## src/rtl/rv32_types.sv

```systemverilog
// rtl/rv32_types.sv - RV32 decode types, opcodes and the nop control bundle
package rv32_types;

    typedef logic [31:0] rv_instr_t;

    localparam logic [6:0] OPCODE_LUI         = 7'b0110111;
    localparam logic [6:0] OPCODE_AUIPC       = 7'b0010111;
    localparam logic [6:0] OPCODE_JAL         = 7'b1101111;
    localparam logic [6:0] OPCODE_JALR        = 7'b1100111;
    localparam logic [6:0] OPCODE_BRANCH      = 7'b1100011;
    localparam logic [6:0] OPCODE_LOAD        = 7'b0000011;
    localparam logic [6:0] OPCODE_STORE       = 7'b0100011;
    localparam logic [6:0] OPCODE_INTEGER_IMM = 7'b0010011;
    localparam logic [6:0] OPCODE_INTEGER_REG = 7'b0110011;
    localparam logic [6:0] OPCODE_MISC_MEM    = 7'b0001111;
    localparam logic [6:0] OPCODE_SYSTEM      = 7'b1110011;

    typedef enum logic [1:0] {UNIT_ALU = 2'd0, UNIT_MULDIV = 2'd1, UNIT_CSR = 2'd2} exec_unit_t;

    // Encoding is {funct7[5], funct3} so R/I-type fields map straight across
    typedef enum logic [3:0] {
        ALU_ADD  = 4'b0000, ALU_SLL = 4'b0001, ALU_SLT = 4'b0010, ALU_SLTU = 4'b0011,
        ALU_XOR  = 4'b0100, ALU_SRL = 4'b0101, ALU_OR  = 4'b0110, ALU_AND  = 4'b0111,
        ALU_SUB  = 4'b1000, ALU_SRA = 4'b1101
    } alu_op_t;

    typedef enum logic [1:0] {ALU_SRC1_RS1 = 2'd0, ALU_SRC1_PC = 2'd1, ALU_SRC1_ZERO = 2'd2} alu_src1_t;

    typedef enum logic [1:0] {WB_ALU = 2'd0, WB_MEM = 2'd1, WB_PC4 = 2'd2, WB_CSR = 2'd3} wb_src_t;

    typedef enum logic [2:0] {
        MD_MUL = 3'd0, MD_MULH = 3'd1, MD_MULHSU = 3'd2, MD_MULHU = 3'd3,
        MD_DIV = 3'd4, MD_DIVU = 3'd5, MD_REM = 3'd6, MD_REMU = 3'd7
    } muldiv_op_t;

    typedef enum logic [2:0] {
        CSR_NONE = 3'd0, CSR_RW = 3'd1, CSR_RS = 3'd2, CSR_RC = 3'd3,
        CSR_RWI = 3'd5, CSR_RSI = 3'd6, CSR_RCI = 3'd7
    } csr_op_t;

    typedef enum logic [1:0] {SYS_NONE = 2'd0, SYS_ECALL = 2'd1, SYS_EBREAK = 2'd2} sys_op_t;

    // {is_store, funct3}; 4'b1111 is never a real access so it marks "no access"
    typedef logic [3:0] mem_op_t;
    localparam mem_op_t MEM_NOP = 4'b1111;

    typedef struct packed {
        logic       invalid;
        logic       register_wb;
        exec_unit_t unit;
        alu_op_t    alu_op;
        alu_src1_t  alu_src1;
        logic       alu_src2_imm;
        mem_op_t    mem_op;
        wb_src_t    wb_result_src;
        logic       is_branch;
        logic       is_jump;
        muldiv_op_t muldiv_op;
        csr_op_t    csr_op;
        sys_op_t    sys_op;
    } decoded_instr_t;

    function automatic decoded_instr_t create_nop_ctrl();
        decoded_instr_t c;
        c.invalid       = 1'b0;
        c.register_wb   = 1'b0;
        c.unit          = UNIT_ALU;
        c.alu_op        = ALU_ADD;
        c.alu_src1      = ALU_SRC1_RS1;
        c.alu_src2_imm  = 1'b0;
        c.mem_op        = MEM_NOP;
        c.wb_result_src = WB_ALU;
        c.is_branch     = 1'b0;
        c.is_jump       = 1'b0;
        c.muldiv_op     = MD_MUL;
        c.csr_op        = CSR_NONE;
        c.sys_op        = SYS_NONE;
        return c;
    endfunction

endpackage

```

## src/rtl/rv32_decode_buffer_if.sv

```systemverilog
// rtl/rv32_decode_buffer_if.sv - fetch-side and issue-side handshakes of the decode buffer
interface rv32_decode_buffer_if;
    import rv32_types::*;

    logic           in_valid;
    logic           in_ready;
    rv_instr_t      in_instr;
    logic [31:0]    in_pc;
    logic           out_valid;
    logic           out_ready;
    logic [31:0]    out_pc;
    rv_instr_t      out_instr;
    decoded_instr_t out_decoded;
    logic [1:0]     out_use_rs;

    modport slave (
        input  in_valid, in_instr, in_pc, out_ready,
        output in_ready, out_valid, out_pc, out_instr, out_decoded, out_use_rs
    );

    modport master (
        output in_valid, in_instr, in_pc, out_ready,
        input  in_ready, out_valid, out_pc, out_instr, out_decoded, out_use_rs
    );
endinterface

```

## src/rtl/rv32_decoder_ext.sv

```systemverilog
// rtl/rv32_decoder_ext.sv - combinational RV32I + M + Zicsr decoder with funct7 legality
module rv32_decoder_ext
    import rv32_types::*;
#(
    parameter bit ENABLE_M     = 1'b1,
    parameter bit ENABLE_ZICSR = 1'b1
) (
    input  rv_instr_t      instr,
    output decoded_instr_t decoded,
    output logic [1:0]     use_rs
);

    logic [6:0]     opcode;
    logic [2:0]     funct3;
    logic [6:0]     funct7;
    logic [4:0]     rd;
    logic           illegal;
    decoded_instr_t dec;
    logic [1:0]     rs;

    assign opcode = instr[6:0];
    assign funct3 = instr[14:12];
    assign funct7 = instr[31:25];
    assign rd     = instr[11:7];

    always_comb begin
        dec     = create_nop_ctrl();
        rs      = 2'b00;
        illegal = 1'b0;
        case (opcode)
            OPCODE_LUI: begin
                dec.register_wb  = 1'b1;
                dec.alu_src1     = ALU_SRC1_ZERO;
                dec.alu_src2_imm = 1'b1;
            end
            OPCODE_AUIPC: begin
                dec.register_wb  = 1'b1;
                dec.alu_src1     = ALU_SRC1_PC;
                dec.alu_src2_imm = 1'b1;
            end
            OPCODE_JAL: begin
                dec.register_wb   = 1'b1;
                dec.is_jump       = 1'b1;
                dec.alu_src1      = ALU_SRC1_PC;
                dec.alu_src2_imm  = 1'b1;
                dec.wb_result_src = WB_PC4;
            end
            OPCODE_JALR: begin
                illegal           = (funct3 != 3'b000);
                dec.register_wb   = 1'b1;
                dec.is_jump       = 1'b1;
                dec.alu_src2_imm  = 1'b1;
                dec.wb_result_src = WB_PC4;
                rs                = 2'b01;
            end
            OPCODE_BRANCH: begin
                illegal       = (funct3 == 3'b010) || (funct3 == 3'b011);
                dec.is_branch = 1'b1;
                dec.alu_op    = ALU_SUB;
                rs            = 2'b11;
            end
            OPCODE_LOAD: begin
                illegal           = (funct3 == 3'b011) || (funct3 == 3'b110) || (funct3 == 3'b111);
                dec.register_wb   = 1'b1;
                dec.alu_src2_imm  = 1'b1;
                dec.mem_op        = {1'b0, funct3};
                dec.wb_result_src = WB_MEM;
                rs                = 2'b01;
            end
            OPCODE_STORE: begin
                illegal          = (funct3 > 3'b010);
                dec.alu_src2_imm = 1'b1;
                dec.mem_op       = {1'b1, funct3};
                rs               = 2'b11;
            end
            OPCODE_INTEGER_IMM: begin
                if (funct3 == 3'b001) begin
                    illegal = (funct7 != 7'b0000000);
                end else if (funct3 == 3'b101) begin
                    illegal = (funct7 != 7'b0000000) && (funct7 != 7'b0100000);
                end
                dec.register_wb  = 1'b1;
                dec.alu_src2_imm = 1'b1;
                dec.alu_op       = alu_op_t'({(funct3 == 3'b101) && funct7[5], funct3});
                rs               = 2'b01;
            end
            OPCODE_INTEGER_REG: begin
                dec.register_wb = 1'b1;
                rs              = 2'b11;
                case (funct7)
                    7'b0000000: dec.alu_op = alu_op_t'({1'b0, funct3});
                    7'b0100000: begin
                        if (funct3 == 3'b000)      dec.alu_op = ALU_SUB;
                        else if (funct3 == 3'b101) dec.alu_op = ALU_SRA;
                        else                       illegal    = 1'b1;
                    end
                    7'b0000001: begin
                        if (ENABLE_M) begin
                            dec.unit      = UNIT_MULDIV;
                            dec.muldiv_op = muldiv_op_t'(funct3);
                        end else begin
                            illegal = 1'b1;
                        end
                    end
                    default: illegal = 1'b1;
                endcase
            end
            OPCODE_MISC_MEM: ;
            OPCODE_SYSTEM: begin
                case (funct3)
                    3'b000: begin
                        // Only the exact ECALL/EBREAK encodings; other privileged forms trap
                        if (instr[19:7] != '0)              illegal    = 1'b1;
                        else if (instr[31:20] == 12'h000)   dec.sys_op = SYS_ECALL;
                        else if (instr[31:20] == 12'h001)   dec.sys_op = SYS_EBREAK;
                        else                                illegal    = 1'b1;
                    end
                    3'b100: illegal = 1'b1;
                    default: begin
                        if (ENABLE_ZICSR) begin
                            dec.unit          = UNIT_CSR;
                            dec.csr_op        = csr_op_t'(funct3);
                            dec.register_wb   = 1'b1;
                            dec.wb_result_src = WB_CSR;
                            rs                = funct3[2] ? 2'b00 : 2'b01;
                        end else begin
                            illegal = 1'b1;
                        end
                    end
                endcase
            end
            default: illegal = 1'b1;
        endcase

        if (illegal) begin
            dec         = create_nop_ctrl();
            dec.invalid = 1'b1;
            rs          = 2'b00;
        end
        if (rd == 5'd0) begin
            dec.register_wb = 1'b0;
        end
        decoded = dec;
        use_rs  = rs;
    end

endmodule

```

## src/rtl/rv32_decode_buffer.sv

```systemverilog
// rtl/rv32_decode_buffer.sv - instruction buffer with head decode and registered valid/ready output
module rv32_decode_buffer
    import rv32_types::*;
#(
    parameter int unsigned DEPTH        = 2,
    parameter bit          ENABLE_M     = 1'b1,
    parameter bit          ENABLE_ZICSR = 1'b1
) (
    input  logic                     clk,
    input  logic                     rst,
    input  logic                     flush,
    rv32_decode_buffer_if.slave      bus,
    output logic [$clog2(DEPTH):0]   count
);

    localparam int unsigned AW = $clog2(DEPTH);
    typedef logic [AW:0] ptr_t;

    ptr_t           wr_ptr_q, wr_ptr_d, rd_ptr_q, rd_ptr_d;
    rv_instr_t      instr_mem_q [DEPTH];
    rv_instr_t      instr_mem_d [DEPTH];
    logic [31:0]    pc_mem_q    [DEPTH];
    logic [31:0]    pc_mem_d    [DEPTH];

    logic           out_valid_q, out_valid_d;
    logic [31:0]    out_pc_q, out_pc_d;
    rv_instr_t      out_instr_q, out_instr_d;
    decoded_instr_t out_decoded_q, out_decoded_d;
    logic [1:0]     out_use_rs_q, out_use_rs_d;

    logic           full, empty, push, pop;
    rv_instr_t      head_instr;
    decoded_instr_t head_decoded;
    logic [1:0]     head_use_rs;

    assign full       = (wr_ptr_q[AW] != rd_ptr_q[AW]) && (wr_ptr_q[AW-1:0] == rd_ptr_q[AW-1:0]);
    assign empty      = (wr_ptr_q == rd_ptr_q);
    assign push       = bus.in_valid && bus.in_ready;
    assign pop        = !empty && (!out_valid_q || bus.out_ready);
    assign head_instr = instr_mem_q[rd_ptr_q[AW-1:0]];

    rv32_decoder_ext #(
        .ENABLE_M     (ENABLE_M),
        .ENABLE_ZICSR (ENABLE_ZICSR)
    ) u_decoder (
        .instr   (head_instr),
        .decoded (head_decoded),
        .use_rs  (head_use_rs)
    );

    always_comb begin
        wr_ptr_d      = wr_ptr_q;
        rd_ptr_d      = rd_ptr_q;
        instr_mem_d   = instr_mem_q;
        pc_mem_d      = pc_mem_q;
        out_valid_d   = out_valid_q;
        out_pc_d      = out_pc_q;
        out_instr_d   = out_instr_q;
        out_decoded_d = out_decoded_q;
        out_use_rs_d  = out_use_rs_q;

        if (push) begin
            instr_mem_d[wr_ptr_q[AW-1:0]] = bus.in_instr;
            pc_mem_d[wr_ptr_q[AW-1:0]]    = bus.in_pc;
            wr_ptr_d                      = wr_ptr_q + ptr_t'(1);
        end

        if (pop) begin
            rd_ptr_d      = rd_ptr_q + ptr_t'(1);
            out_valid_d   = 1'b1;
            out_pc_d      = pc_mem_q[rd_ptr_q[AW-1:0]];
            out_instr_d   = head_instr;
            out_decoded_d = head_decoded;
            out_use_rs_d  = head_use_rs;
        end else if (bus.out_ready && out_valid_q) begin
            out_valid_d = 1'b0;
        end

        // Flush overrides any push/pop computed above; payload memory is left as-is
        if (flush) begin
            wr_ptr_d      = '0;
            rd_ptr_d      = '0;
            out_valid_d   = 1'b0;
            out_pc_d      = '0;
            out_instr_d   = '0;
            out_decoded_d = create_nop_ctrl();
            out_use_rs_d  = '0;
        end
    end

    always_ff @(posedge clk) begin
        if (rst) begin
            wr_ptr_q      <= '0;
            rd_ptr_q      <= '0;
            for (int i = 0; i < int'(DEPTH); i++) begin
                instr_mem_q[i] <= '0;
                pc_mem_q[i]    <= '0;
            end
            out_valid_q   <= 1'b0;
            out_pc_q      <= '0;
            out_instr_q   <= '0;
            out_decoded_q <= create_nop_ctrl();
            out_use_rs_q  <= '0;
        end else begin
            wr_ptr_q      <= wr_ptr_d;
            rd_ptr_q      <= rd_ptr_d;
            instr_mem_q   <= instr_mem_d;
            pc_mem_q      <= pc_mem_d;
            out_valid_q   <= out_valid_d;
            out_pc_q      <= out_pc_d;
            out_instr_q   <= out_instr_d;
            out_decoded_q <= out_decoded_d;
            out_use_rs_q  <= out_use_rs_d;
        end
    end

    assign bus.in_ready    = !full && !flush;
    assign bus.out_valid   = out_valid_q;
    assign bus.out_pc      = out_pc_q;
    assign bus.out_instr   = out_instr_q;
    assign bus.out_decoded = out_decoded_q;
    assign bus.out_use_rs  = out_use_rs_q;
    assign count           = wr_ptr_q - rd_ptr_q;

endmodule

```

## src/flat_wrapper.sv

```systemverilog
// flat-port wrapper written by rule: the top's interface ports become plain ports
module rv32_decode_buffer_flat import rv32_types::*;
#(
    parameter int unsigned DEPTH        = 2,
    parameter bit          ENABLE_M     = 1'b1,
    parameter bit          ENABLE_ZICSR = 1'b1
)
  (clk, rst, flush, count, bus_in_valid, bus_in_instr, bus_in_pc, bus_out_ready, bus_in_ready, bus_out_valid, bus_out_pc, bus_out_instr, bus_out_decoded, bus_out_use_rs);
  rv32_decode_buffer_if bus_i ();
  input  logic clk;
  input  logic rst;
  input  logic flush;
  output logic [$clog2(DEPTH):0] count;
  input wire logic [$bits(bus_i.in_valid)-1:0] bus_in_valid;
  input wire logic [$bits(bus_i.in_instr)-1:0] bus_in_instr;
  input wire logic [$bits(bus_i.in_pc)-1:0] bus_in_pc;
  input wire logic [$bits(bus_i.out_ready)-1:0] bus_out_ready;
  output wire logic [$bits(bus_i.in_ready)-1:0] bus_in_ready;
  output wire logic [$bits(bus_i.out_valid)-1:0] bus_out_valid;
  output wire logic [$bits(bus_i.out_pc)-1:0] bus_out_pc;
  output wire logic [$bits(bus_i.out_instr)-1:0] bus_out_instr;
  output wire logic [$bits(bus_i.out_decoded)-1:0] bus_out_decoded;
  output wire logic [$bits(bus_i.out_use_rs)-1:0] bus_out_use_rs;
  assign bus_i.in_valid = bus_in_valid;
  assign bus_i.in_instr = bus_in_instr;
  assign bus_i.in_pc = bus_in_pc;
  assign bus_i.out_ready = bus_out_ready;
  assign bus_in_ready = bus_i.in_ready;
  assign bus_out_valid = bus_i.out_valid;
  assign bus_out_pc = bus_i.out_pc;
  assign bus_out_instr = bus_i.out_instr;
  assign bus_out_decoded = bus_i.out_decoded;
  assign bus_out_use_rs = bus_i.out_use_rs;
  rv32_decode_buffer #(.DEPTH(DEPTH), .ENABLE_M(ENABLE_M), .ENABLE_ZICSR(ENABLE_ZICSR)) u_core (.clk(clk), .rst(rst), .flush(flush), .bus(bus_i), .count(count));
endmodule
```

## config.mk

```make
export PLATFORM = sky130hd
export DESIGN_NAME = rv32_decode_buffer_flat
export DESIGN_NICKNAME = d
export VERILOG_FILES = /design/src/rtl/rv32_types.sv /design/src/rtl/rv32_decode_buffer_if.sv /design/src/rtl/rv32_decoder_ext.sv /design/src/rtl/rv32_decode_buffer.sv /design/src/flat_wrapper.sv
export SDC_FILE = /design/constraint.sdc
export NUM_CORES = 1
export LEC_CHECK = 0
export CAP_MARGIN = 20
export CELL_PAD_IN_SITES_DETAIL_PLACEMENT = 1
export CELL_PAD_IN_SITES_GLOBAL_PLACEMENT = 1
export CORE_MARGIN = 5
export CORE_UTILIZATION = 30
export CTS_CLUSTER_DIAMETER = 60
export CTS_CLUSTER_SIZE = 14
export DETAILED_ROUTE_END_ITERATION = 16
export PLACE_DENSITY = 0.68
export SYNTH_ARGS = -nofsm -noshare
export SYNTH_HDL_FRONTEND = slang
export SYNTH_SLANG_ARGS = --single-unit
export TNS_END_PERCENT = 100
```

## constraint.sdc

```tcl
create_clock -name clk -period 2.3 [get_ports clk]
set_clock_uncertainty 0.2 [all_clocks]
set_input_delay 0.23 -clock clk [delete_from_list [all_inputs] [get_ports clk]]
set_output_delay 0.23 -clock clk [all_outputs]
set_load 0.01 [all_outputs]
```

==> results.py <==
metrics = {
    "outcome": {
        "status": "finished with violations",
        "violations": "setup timing",
    },
    "sta": {
        "setup_ws_ns": -0.3519,
        "max_freq_mhz": 377.1,
        "period_share": 1.153,
        "setup_tns_ns": -5.156,
        "relSlewSlack": 0.5418,
        "final-hold-violation-count": 0,
        "worst_slew_pin_slew_ns": 0.6852,
        "rsz0062_at_grt": "yes",
        "setup-violations-final": 24,
        "min_period_ns": 2.652,
        "drv_slew": 0,
    },
    "detailed_routing": {
        "wl_met1_microns": 14510,
        "drc": 0,
        "final_antenna_net_count": 0,
        "routed_wl_microns": 33940,
        "first_pass_iters": 4,
        "vias": 9037,
        "wl_met3_microns": 1850,
        "viasPerCell": 5.086,
        "drt_iter0_markers": 431,
        "routed.top_layer": "met5",
        "wl_met2_microns": 16350,
        "routedWlPerCell_microns": 19.10,
    },
    "clock_tree": {
        "clk_latency_ns": 0.53,
        "root_buffer": "clkbuf_16",
        "cts.sinks": 226,
        "clk_path_buf_depth": 3,
        "htreeDepth": 1,
        "path_clk_slew_ns": 0.07,
        "cts_tree": "built",
        "cts_buffers": 24,
    },
    "pwr": {
        "p_total_mw": 9.141,
        "pwr_density_cell_nw_per_um2": 664.6,
        "p_leak_nw": 4.638,
        "vdd_drop_max_v": 0.0004666,
    },
    "grt": {
        "grt_pass1_wl_microns": 51720,
        "grt_max_degree": 129,
        "grt_pass1_vias": 9496,
        "grt_antenna_before_repair": 6,
        "grt_util_all_layers": 0.1869,
        "grt_overflow": 0,
    },
    "cells_and_area": {
        "final_cell_count_no_fill": 1777,
        "syn2layout_area_growth_pct": 48.83,
        "nets": 1437,
        "antenna_cells": 0,
        "drive_above_1_share": 0.1897,
        "final_util": 0.4509,
        "fin_area_sq_um": 13760,
    },
    "synthesis": {
        "ys_warn_count": 0,
        "synth_edf_count": 0,
        "synthTopCellsByArea": "dfxtp_1 49%, nand2_1 11%, a21oi_1 8.1%",
        "syn_area_sq_um": 9243,
        "syn_nets": 1182,
        "syn_inst": 1112,
        "synth-seq-area-share": 0.4895,
        "synthDistinctLibCells": 58,
        "synth_top_area_share": 0.4895,
        "yosysTopAreaCell": "dfxtp_1",
        "async_reset_ff_frac": 0,
        "synth_area_per_cell_sq_um": 8.312,
        "synth-seq-cells": 226,
        "ys.flop_type": "dfxtp_1",
    },
    "floorplan": {
        "ios": 166,
        "fp-row-count": 64,
        "die_area_sq_um": 34420,
        "start_util": 0.3029,
        "dieHeight_microns": 185.5,
        "core_sq_um": 30510,
        "die_w_microns": 185.5,
    },
    "min_path": {
        "hold_path_class": "input pin to register",
    },
    "critical_path": {
        "crit_arrival_ns": 2.92,
        "critical_path_class": "register to register",
        "endpoint_kind": "register",
        "cp_max_fo": 8,
        "start_kind": "register",
        "cp.required_ns": 2.57,
    },
    "placed_design": {
        "dp_hpwl_microns": 21880,
        "dp_cells": 1719,
        "place.gp.congestion": 0.9009,
        "port-buffer-count": 165,
        "dpl_cell_area_sq_um": 12370,
    },
    "job": {
        "maxCapViolations": 0,
    },
}
[final timing paths]
check	startpoint	end	slack, ns	depth (start not counted)
worst max register to register	u_core.rd_ptr_q[0]	u_core.bus.out_decoded[22]	-0.35	10
worst min register to register	u_core.pc_mem_q[25]	u_core.pc_mem_q[25]	0.26	2
worst max-delay path	u_core.rd_ptr_q[0]	u_core.bus.out_decoded[22]	-0.35	10
worst min-delay path	bus_in_instr[27]	u_core.instr_mem_q[59]	0.08	3
[power breakdown]
part	internal (mW)	switching, mW	leakage (nW)
combinational	0.543	0.608	2.43
clock	2.21	1.71	0.377
sequential	4.01	0.0641	1.83
total	6.76	2.38	4.64
[worst max-delay path, stage by stage (launching register included)]
cell and delay (ns):
dfxtp_4 0.38, buf_6 0.14, or4_4 0.42, a222oi_1 0.35, buf_4 0.23, nand3_4 0.12
buf_4 0.17, buf_4 0.13, o32a_1 0.17, o21ai_1 0.12, a31o_2 0.16
[cell families (layout without fill, tap and decap cells)]
| kind of cell | count (synthesis) | after routing | share of synthesized area |
|---|---|---|---|
| AO/OA/AOI/OAI | 276 | 276 | 0.1842 |
| XOR/XNOR | 10 | 10 | 0.009476 |
| adder cells (fa/ha/maj) | 1 | 1 | 0.001354 |
| buffers and inverters | 86 | 355 | 0.03750 |
| flip-flops | 226 | 226 | 0.4895 |
| multiplexers | 74 | 74 | 0.08163 |
| AND/OR/NAND/NOR | 439 | 439 | 0.1963 |
[stage by stage]
| stage | setup WS (ns) | hold slack, ns |
|---|---|---|
| after global placement | -0.3203 | 0.2411 |
| after global routing | -0.4196 | 0.07853 |
| after CTS | -0.3031 | 0.06381 |
| after detailed placement | -0.4227 | 0.2489 |
| after floorplan | -0.1735 | 0.1660 |
| final | -0.3519 | 0.07805 |
[layout by cell type (no fill, tap or decap), types with 7 or more instances in the layout]
master / count
buf_4: 111
nand3_1: 7
nand2_1: 276
buf_12: 21
mux2_2: 7
a21oi_2: 8
clkdlybuf4s50_1: 161
nor3_1: 9
clkbuf_16: 28
mux2i_1: 64
dfxtp_1: 225
a211oi_1: 62
a21oi_1: 142
nor2_1: 93
o21ai_1: 10
buf_6: 9
[Yosys cell counts, types with 3 or more instances]
cell type and n:
or4_1 3, or3_1 5, a21oi_1 150, nor3_1 12
nand2_1 278, or2_2 3, mux2_2 8, mux2i_1 65
a22oi_1 5, o21ai_0 15, clkbuf_1 70, and2_1 3
a22o_1 5, xnor2_1 5, a222oi_1 3, inv_1 5
xor2_1 5, nand3_1 11, buf_2 7, a31oi_1 8
dfxtp_1 226, nor4_1 7, o31ai_1 3, and3_1 3
nor2_1 98, a32oi_1 3, a2111oi_0 3, a211oi_1 64
[per-layer routing]
layer / vias up / track usage
met5: - / 0
met4: 12 / 0.06283
met3: 86 / 0.03869
met2: 203 / 0.3238
met1: 4366 / 0.2318
li1: 4370 / -
[state kept, by name (all words and copies together), names as in the netlist]
name and flops:
u_core.instr_mem_q 64, u_core.pc_mem_q 64, u_core.bus.out_instr 32, u_core.bus.out_pc 32, u_core.bus.out_decoded 27, u_core.bus.out_use_rs 2
u_core.rd_ptr_q 2, u_core.wr_ptr_q 2, u_core.bus.out_valid 1
[repair_timing]
action                                  CTS  global route
cloned                                    0             3
hold buffers                              1             0
setup buffers                            11             4
pin swaps                                31            15
gates resized for setup                  70            28
endpoints found under the hold margin     2             0
endpoints found under the setup margin  219            54
[final cells by class]
type                       count  area [sq um]
clock buffer                  30         674.4
clock inverter                10         106.4
fill                        3542         16750
inverter                       5         21.27
multi-input combinational    800          4810
sequential                   226          4528
tap                          396         495.5
timing repair buffer         310          3120
Note: power is estimated with default switching activity, not from simulation.
